## config.mk

```make
export PLATFORM = sky130hd
export DESIGN_NAME = serial_block_tx
export DESIGN_NICKNAME = d
export VERILOG_FILES = /design/src/rtl/serial_pkg.sv /design/src/rtl/bit_tick_gen.sv /design/src/rtl/serial_block_tx.sv
export SDC_FILE = /design/constraint.sdc
export NUM_CORES = 1
export LEC_CHECK = 0
export CORE_ASPECT_RATIO = 1.75
export CORE_MARGIN = 8
export CORE_UTILIZATION = 30
export DETAILED_ROUTE_END_ITERATION = 16
export PLACE_DENSITY = 0.5
export SYNTH_ARGS = -nofsm -noshare
export SYNTH_HDL_FRONTEND = slang
export SYNTH_SLANG_ARGS = --single-unit
export TNS_END_PERCENT = 100
```

## constraint.sdc

```tcl
create_clock -name clock -period 4.7 [get_ports clock]
set_input_delay 1.175 -clock clock [delete_from_list [all_inputs] [get_ports clock]]
set_output_delay 1.175 -clock clock [all_outputs]
set_load 0.02 [all_outputs]
```

## src/rtl/serial_pkg.sv

```systemverilog
// Shared definitions for the serial link (transmit and receive sides).
package serial_pkg;
    typedef enum logic [2:0] {IDLE, START, DATA, PARITY, STOP} tx_state_t;

    localparam logic LINE_IDLE = 1'b1;
    localparam logic START_LVL = 1'b0;
endpackage

```

## src/rtl/bit_tick_gen.sv

```systemverilog
// Bit-period timer: one-cycle tick on the last cycle of every CLKS_PER_BIT period.
module bit_tick_gen #(
    parameter int CLKS_PER_BIT = 4
) (
    input  logic clock,
    input  logic reset,
    input  logic clear,
    output logic tick
);
    localparam int CW = (CLKS_PER_BIT > 1) ? $clog2(CLKS_PER_BIT) : 1;
    localparam logic [CW-1:0] LAST = CW'(CLKS_PER_BIT - 1);

    logic [CW-1:0] cnt;

    always_ff @(posedge clock) begin
        if (reset || clear)
            cnt <= '0;
        else if (cnt == LAST)
            cnt <= '0;
        else
            cnt <= cnt + 1'b1;
    end

    // With CLKS_PER_BIT=1 the counter sits at zero and tick is always high.
    assign tick = (cnt == LAST);
endmodule

```

## src/rtl/serial_block_tx.sv

```systemverilog
// Framed LSB-first serial transmitter with a one-word holding buffer and a
// per-word completion pulse (sDone) for the upstream address counter.
module serial_block_tx
    import serial_pkg::*;
#(
    parameter int WIDTH        = 8,
    parameter int CLKS_PER_BIT = 4,
    parameter int PARITY_EN    = 1
) (
    input  logic             clock,
    input  logic             reset,
    input  logic [WIDTH-1:0] data_in,
    input  logic             data_valid,
    output logic             data_ready,
    output logic             serial_out,
    output logic             busy,
    output logic             sDone
);
    localparam int BW = $clog2(WIDTH + 1);
    localparam logic [BW-1:0] LAST_BIT = BW'(WIDTH - 1);

    tx_state_t        state, state_n;
    logic             buf_full, buf_full_n;
    logic [WIDTH-1:0] buf_data;
    logic [WIDTH-1:0] shift;
    logic             par_bit;
    logic [BW-1:0]    bit_idx;
    logic             tick;
    logic             load;
    logic             accept;

    assign accept     = data_valid && data_ready;
    assign buf_full_n = accept || (buf_full && !load);

    bit_tick_gen #(
        .CLKS_PER_BIT(CLKS_PER_BIT)
    ) u_tick (
        .clock (clock),
        .reset (reset),
        .clear (state == IDLE),
        .tick  (tick)
    );

    always_comb begin
        state_n = state;
        load    = 1'b0;
        case (state)
            IDLE: begin
                if (buf_full) begin
                    load    = 1'b1;
                    state_n = START;
                end
            end
            START: begin
                if (tick) state_n = DATA;
            end
            DATA: begin
                if (tick && bit_idx == LAST_BIT)
                    state_n = (PARITY_EN != 0) ? PARITY : STOP;
            end
            PARITY: begin
                if (tick) state_n = STOP;
            end
            STOP: begin
                // A buffered word reloads straight into START: no idle gap.
                if (tick) begin
                    if (buf_full) begin
                        load    = 1'b1;
                        state_n = START;
                    end else begin
                        state_n = IDLE;
                    end
                end
            end
            default: state_n = IDLE;
        endcase
    end

    always_comb begin
        serial_out = LINE_IDLE;
        case (state)
            START:   serial_out = START_LVL;
            DATA:    serial_out = shift[0];
            PARITY:  serial_out = par_bit;
            default: serial_out = LINE_IDLE;
        endcase
    end

    always_ff @(posedge clock) begin
        if (reset) begin
            state      <= IDLE;
            buf_full   <= 1'b0;
            buf_data   <= '0;
            shift      <= '0;
            par_bit    <= 1'b0;
            bit_idx    <= '0;
            data_ready <= 1'b0;
            busy       <= 1'b0;
            sDone      <= 1'b0;
        end else begin
            state      <= state_n;
            buf_full   <= buf_full_n;
            data_ready <= !buf_full_n;
            // Registered status: stays high through the sDone cycle.
            busy       <= (state != IDLE) || buf_full;
            sDone      <= (state == STOP) && tick;
            if (accept)
                buf_data <= data_in;
            if (load) begin
                shift   <= buf_data;
                par_bit <= ^buf_data;
                bit_idx <= '0;
            end else if (state == DATA && tick) begin
                shift   <= shift >> 1;
                bit_idx <= (bit_idx == LAST_BIT) ? '0 : bit_idx + 1'b1;
            end
        end
    end
endmodule

```

==> run_summary.xml <==
<?xml version="1.0" encoding="UTF-8"?>
<metrics>
  <group name="sta">
    <metric name="tightestPinTransition" unit="ns">1.09</metric>
    <metric name="timing.clock.skew" unit="ns">0.00625</metric>
    <metric name="slew_viol_final" unit="">0</metric>
    <metric name="final_setup_violation_count" unit="">0</metric>
    <metric name="final_min_period_over_clock_period" unit="%">65.8</metric>
    <metric name="finalWorstPathRequiredPeriod" unit="ns">3.09</metric>
    <metric name="maxSlewHeadroom" unit="%">27.2</metric>
    <metric name="grt_setup_unrepaired" unit="">false</metric>
    <metric name="totalNegativeSetupSlack" unit="ns">0</metric>
    <metric name="achievable-frequency" unit="MHz">324</metric>
    <metric name="hold_viol_final" unit="">0</metric>
    <metric name="final_critical_path_setup_slack" unit="ns">1.61</metric>
  </group>
  <group name="floorplanning">
    <metric name="floorplan.die.height" unit="um">107</metric>
    <metric name="fp-row-count" unit="">33</metric>
    <metric name="floorplan.initialDensity" unit="%">30.5</metric>
    <metric name="placeableCoreArea" unit="um^2">4620</metric>
    <metric name="total_i_o_pin_count" unit="">15</metric>
    <metric name="die_area" unit="um^2">7240</metric>
    <metric name="dieWidth" unit="um">67.8</metric>
  </group>
  <group name="route">
    <metric name="drtIter0Drc" unit="">23</metric>
    <metric name="post_drt_via_cell_ratio" unit="">5.13</metric>
    <metric name="drt.antenna.violating_nets" unit="">0</metric>
    <metric name="detail_route.wirelength" unit="um">2930</metric>
    <metric name="detailed_route_drc_error_count" unit="">0</metric>
    <metric name="drt_pre_antenna_iters" unit="">5</metric>
    <metric name="num_vias" unit="">1108</metric>
    <metric name="wl_per_cell" unit="um">13.5</metric>
  </group>
  <group name="job">
    <metric name="maxCapViolations" unit="">0</metric>
  </group>
  <group name="global_route">
    <metric name="grt_first_pass_wirelength" unit="um">5130</metric>
    <metric name="globalRouteOverflowTotal" unit="">0</metric>
    <metric name="pin_count_of_the_biggest_net_entering_global_routing" unit="">31</metric>
    <metric name="first_global_vias" unit="">1105</metric>
    <metric name="groute.usage.overall" unit="%">9.29</metric>
    <metric name="grt_antenna_before_repair" unit="">0</metric>
  </group>
  <group name="cells_and_area">
    <metric name="n_fill_cell" unit="">503</metric>
    <metric name="design_area" unit="um^2">1620</metric>
    <metric name="share_of_layout_cells_above_drive_strength_1" unit="%">7.93</metric>
    <metric name="most_frequent_standard_cell_in_the_layout_excluding_fill_and_tap_cells" unit="">sky130_fd_sc_hd__dfxtp_1</metric>
    <metric name="number_of_nets_in_the_layout" unit="">176</metric>
    <metric name="layout.core_utilization" unit="%">35.0</metric>
    <metric name="area_growth" unit="%">14.9</metric>
    <metric name="layout_common_cells" unit="">sky130_fd_sc_hd__dfxtp_1 (30), sky130_fd_sc_hd__nand2_1 (23), sky130_fd_sc_hd__a21oi_1 (21)</metric>
    <metric name="antenna-diode-count" unit="">0</metric>
  </group>
  <group name="pwr">
    <metric name="p_sw_share" unit="%">27.8</metric>
    <metric name="power-per-cell-area" unit="nW/um^2">375</metric>
    <metric name="worst_ir_drop_vdd" unit="V">0.000201</metric>
    <metric name="power.share.clock" unit="%">34.9</metric>
    <metric name="total_power" unit="uW">608</metric>
    <metric name="cell_internal_pwr" unit="uW">439</metric>
    <metric name="power_frac_comb" unit="%">17.3</metric>
    <metric name="power_frac_seq" unit="%">47.8</metric>
    <metric name="leakagePower" unit="uW">0.000536</metric>
    <metric name="power.net_switching" unit="uW">169</metric>
  </group>
  <group name="yosys">
    <metric name="synthDominantAreaCellType" unit="">sky130_fd_sc_hd__dfxtp_1</metric>
    <metric name="post_synth_design_cell_area" unit="um^2">1410</metric>
    <metric name="dominantRegCellSynth" unit="">sky130_fd_sc_hd__dfxtp_1</metric>
    <metric name="yosysTopAreaCellShare" unit="%">42.6</metric>
    <metric name="postSynth.asyncResetShare" unit="%">0</metric>
    <metric name="synth_edf_count" unit="">0</metric>
    <metric name="yosys.cell_types.count" unit="">37</metric>
    <metric name="synth.ff_latch_count" unit="">30</metric>
    <metric name="synth_warnings" unit="">0</metric>
    <metric name="yosysSeqAreaShare" unit="%">42.6</metric>
    <metric name="postSynthNetCount" unit="">167</metric>
    <metric name="post_synth_main_area_contributors" unit="">sky130_fd_sc_hd__dfxtp_1 (43%), sky130_fd_sc_hd__a21oi_1 (7.5%), sky130_fd_sc_hd__mux2i_1 (6.4%), sky130_fd_sc_hd__nand2_1 (6.1%), sky130_fd_sc_hd__xnor2_1 (4.3%)</metric>
    <metric name="syn-mean-instance-area" unit="um^2">9.16</metric>
    <metric name="synthesis.instances" unit="">154</metric>
  </group>
  <group name="placed_design">
    <metric name="buffer_ports.inserted" unit="">14</metric>
    <metric name="dp.final_hpwl" unit="um">2170</metric>
    <metric name="dpl-instance-area" unit="um^2">1530</metric>
    <metric name="place_worst_setup_slack" unit="ns">1.92</metric>
    <metric name="placer_s_final_routability_congestion_estimate" unit="">0.766</metric>
  </group>
  <group name="setup_path">
    <metric name="worstPathArrival" unit="ns">1.92</metric>
    <metric name="setup.worst_path.start_class" unit="">flop</metric>
    <metric name="cpMaxStageDelayCell" unit="">sky130_fd_sc_hd__dfxtp_1</metric>
    <metric name="critPathMaxFanout" unit="">14</metric>
    <metric name="crit_required" unit="ns">3.52</metric>
    <metric name="worst-path-buf-inv" unit="">1</metric>
    <metric name="path_delay_family" unit="">flip-flops</metric>
    <metric name="timing.critical_path.to_type" unit="">primary output</metric>
    <metric name="criticalPathCategory" unit="">flop to primary output</metric>
    <metric name="cpPeakStageDelay" unit="ns">0.64</metric>
    <metric name="path_cells" unit="">a21oi_1, a311o_1, clkdlybuf4s50_1</metric>
  </group>
  <group name="cts">
    <metric name="tritoncts" unit="">yes</metric>
    <metric name="cts.root.buffer_cell" unit="">sky130_fd_sc_hd__clkbuf_8</metric>
    <metric name="ctsHoldBuffers" unit="">0</metric>
    <metric name="cts.reportedPaths.clkPinSlew" unit="ns">0.07</metric>
    <metric name="clock_tree.buffer_depth" unit="">2</metric>
    <metric name="cts-resized-gates" unit="">0</metric>
    <metric name="clock_sink_count" unit="">30</metric>
    <metric name="clock_tree.htree_level_count" unit="">2</metric>
    <metric name="cts.repair_timing.setup_buffer_count" unit="">0</metric>
    <metric name="clock_latency_at_the_later_pin_of_the_worst_skew_pair" unit="ns">0.28</metric>
    <metric name="numCtsBuffers" unit="">5</metric>
  </group>
  <group name="min_path">
    <metric name="hold_path_class" unit="">flop to flop</metric>
  </group>
  <group name="status">
    <metric name="outcome" unit="">finished clean</metric>
  </group>
</metrics>
[worst paths after layout]
path            startpoint             to  slack (ns)  cells after the start
max reg2reg  u_tick.cnt[0]       shift[3]        2.82                      5
min reg2reg  u_tick.cnt[0]  u_tick.cnt[0]        0.43                      1
max               state[1]     serial_out        1.61                      3
min          u_tick.cnt[0]  u_tick.cnt[0]        0.43                      1
[cell type report]
type | count | area [um^2] | area share (%)
clock inverter | 1 | 5.00 | 0.309
tap | 52 | 65.1 | 4.02
multi-input combinational | 109 | 712 | 43.9
inverter | 3 | 11.3 | 0.695
timing repair buffer | 14 | 140 | 8.65
sequential | 30 | 601 | 37.1
clock buffer | 7 | 86.3 | 5.33
[synthesized netlist by cell type (all sizes together) (3+ instances only)]
cell type	count
a21oi	21
a311oi	6
buf	7
clkbuf	5
dfxtp	30
inv	3
mux2i	9
nand2	23
nor2	4
nor3	7
nor4	5
xnor2	7
[flip-flops by register name (all words and copies together), names as in the netlist]
register / count
par_bit: 1
buf_data: 8
state: 3
busy: 1
bit_idx: 4
buf_full: 1
sDone: 1
shift: 8
data_ready: 1
u_tick.cnt: 2
[through the flow]
| stage | hold WS [ns] | instances |
|---|---|---|
| after floorplan | 0.405 | 154 |
| after global placement | 0.416 | 208 |
| after detailed placement | 0.425 | 208 |
| after CTS | 0.434 | 216 |
| after global routing | 0.459 | 216 |
| final | 0.431 | 216 |
[per-layer routing]
metal	track usage (%)	vias to the layer above	wire (um)
met5	0	-	0
met4	3.98	0	40
met3	3.97	4	132
met2	16.2	21	1640
met1	9.14	519	1110
li1	-	564	-
[cell families after synthesis]
| logic type | count (synthesis) | synth area share (%) |
|---|---|---|
| and+or+nand+nor | 52 | 19.3 |
| xor gates and xnor gates | 9 | 5.59 |
| buffers and inverters | 15 | 6.92 |
| AOI/OAI and AO/OA | 36 | 16.6 |
| adders and majority gates | 2 | 1.77 |
| DFF | 30 | 42.6 |
| muxes | 10 | 7.19 |
[power groups by stage]
stage / Sequential (uW) / Combinational, uW / Clock, uW
after global placement: 296 / 105 / 0
after global routing: 295 / 117 / 231
final: 291 / 105 / 212
after CTS: 291 / 108 / 219
after detailed placement: 297 / 107 / 0
after floorplan: 291 / 86.8 / 0
Power figures use the tool's default switching activity.
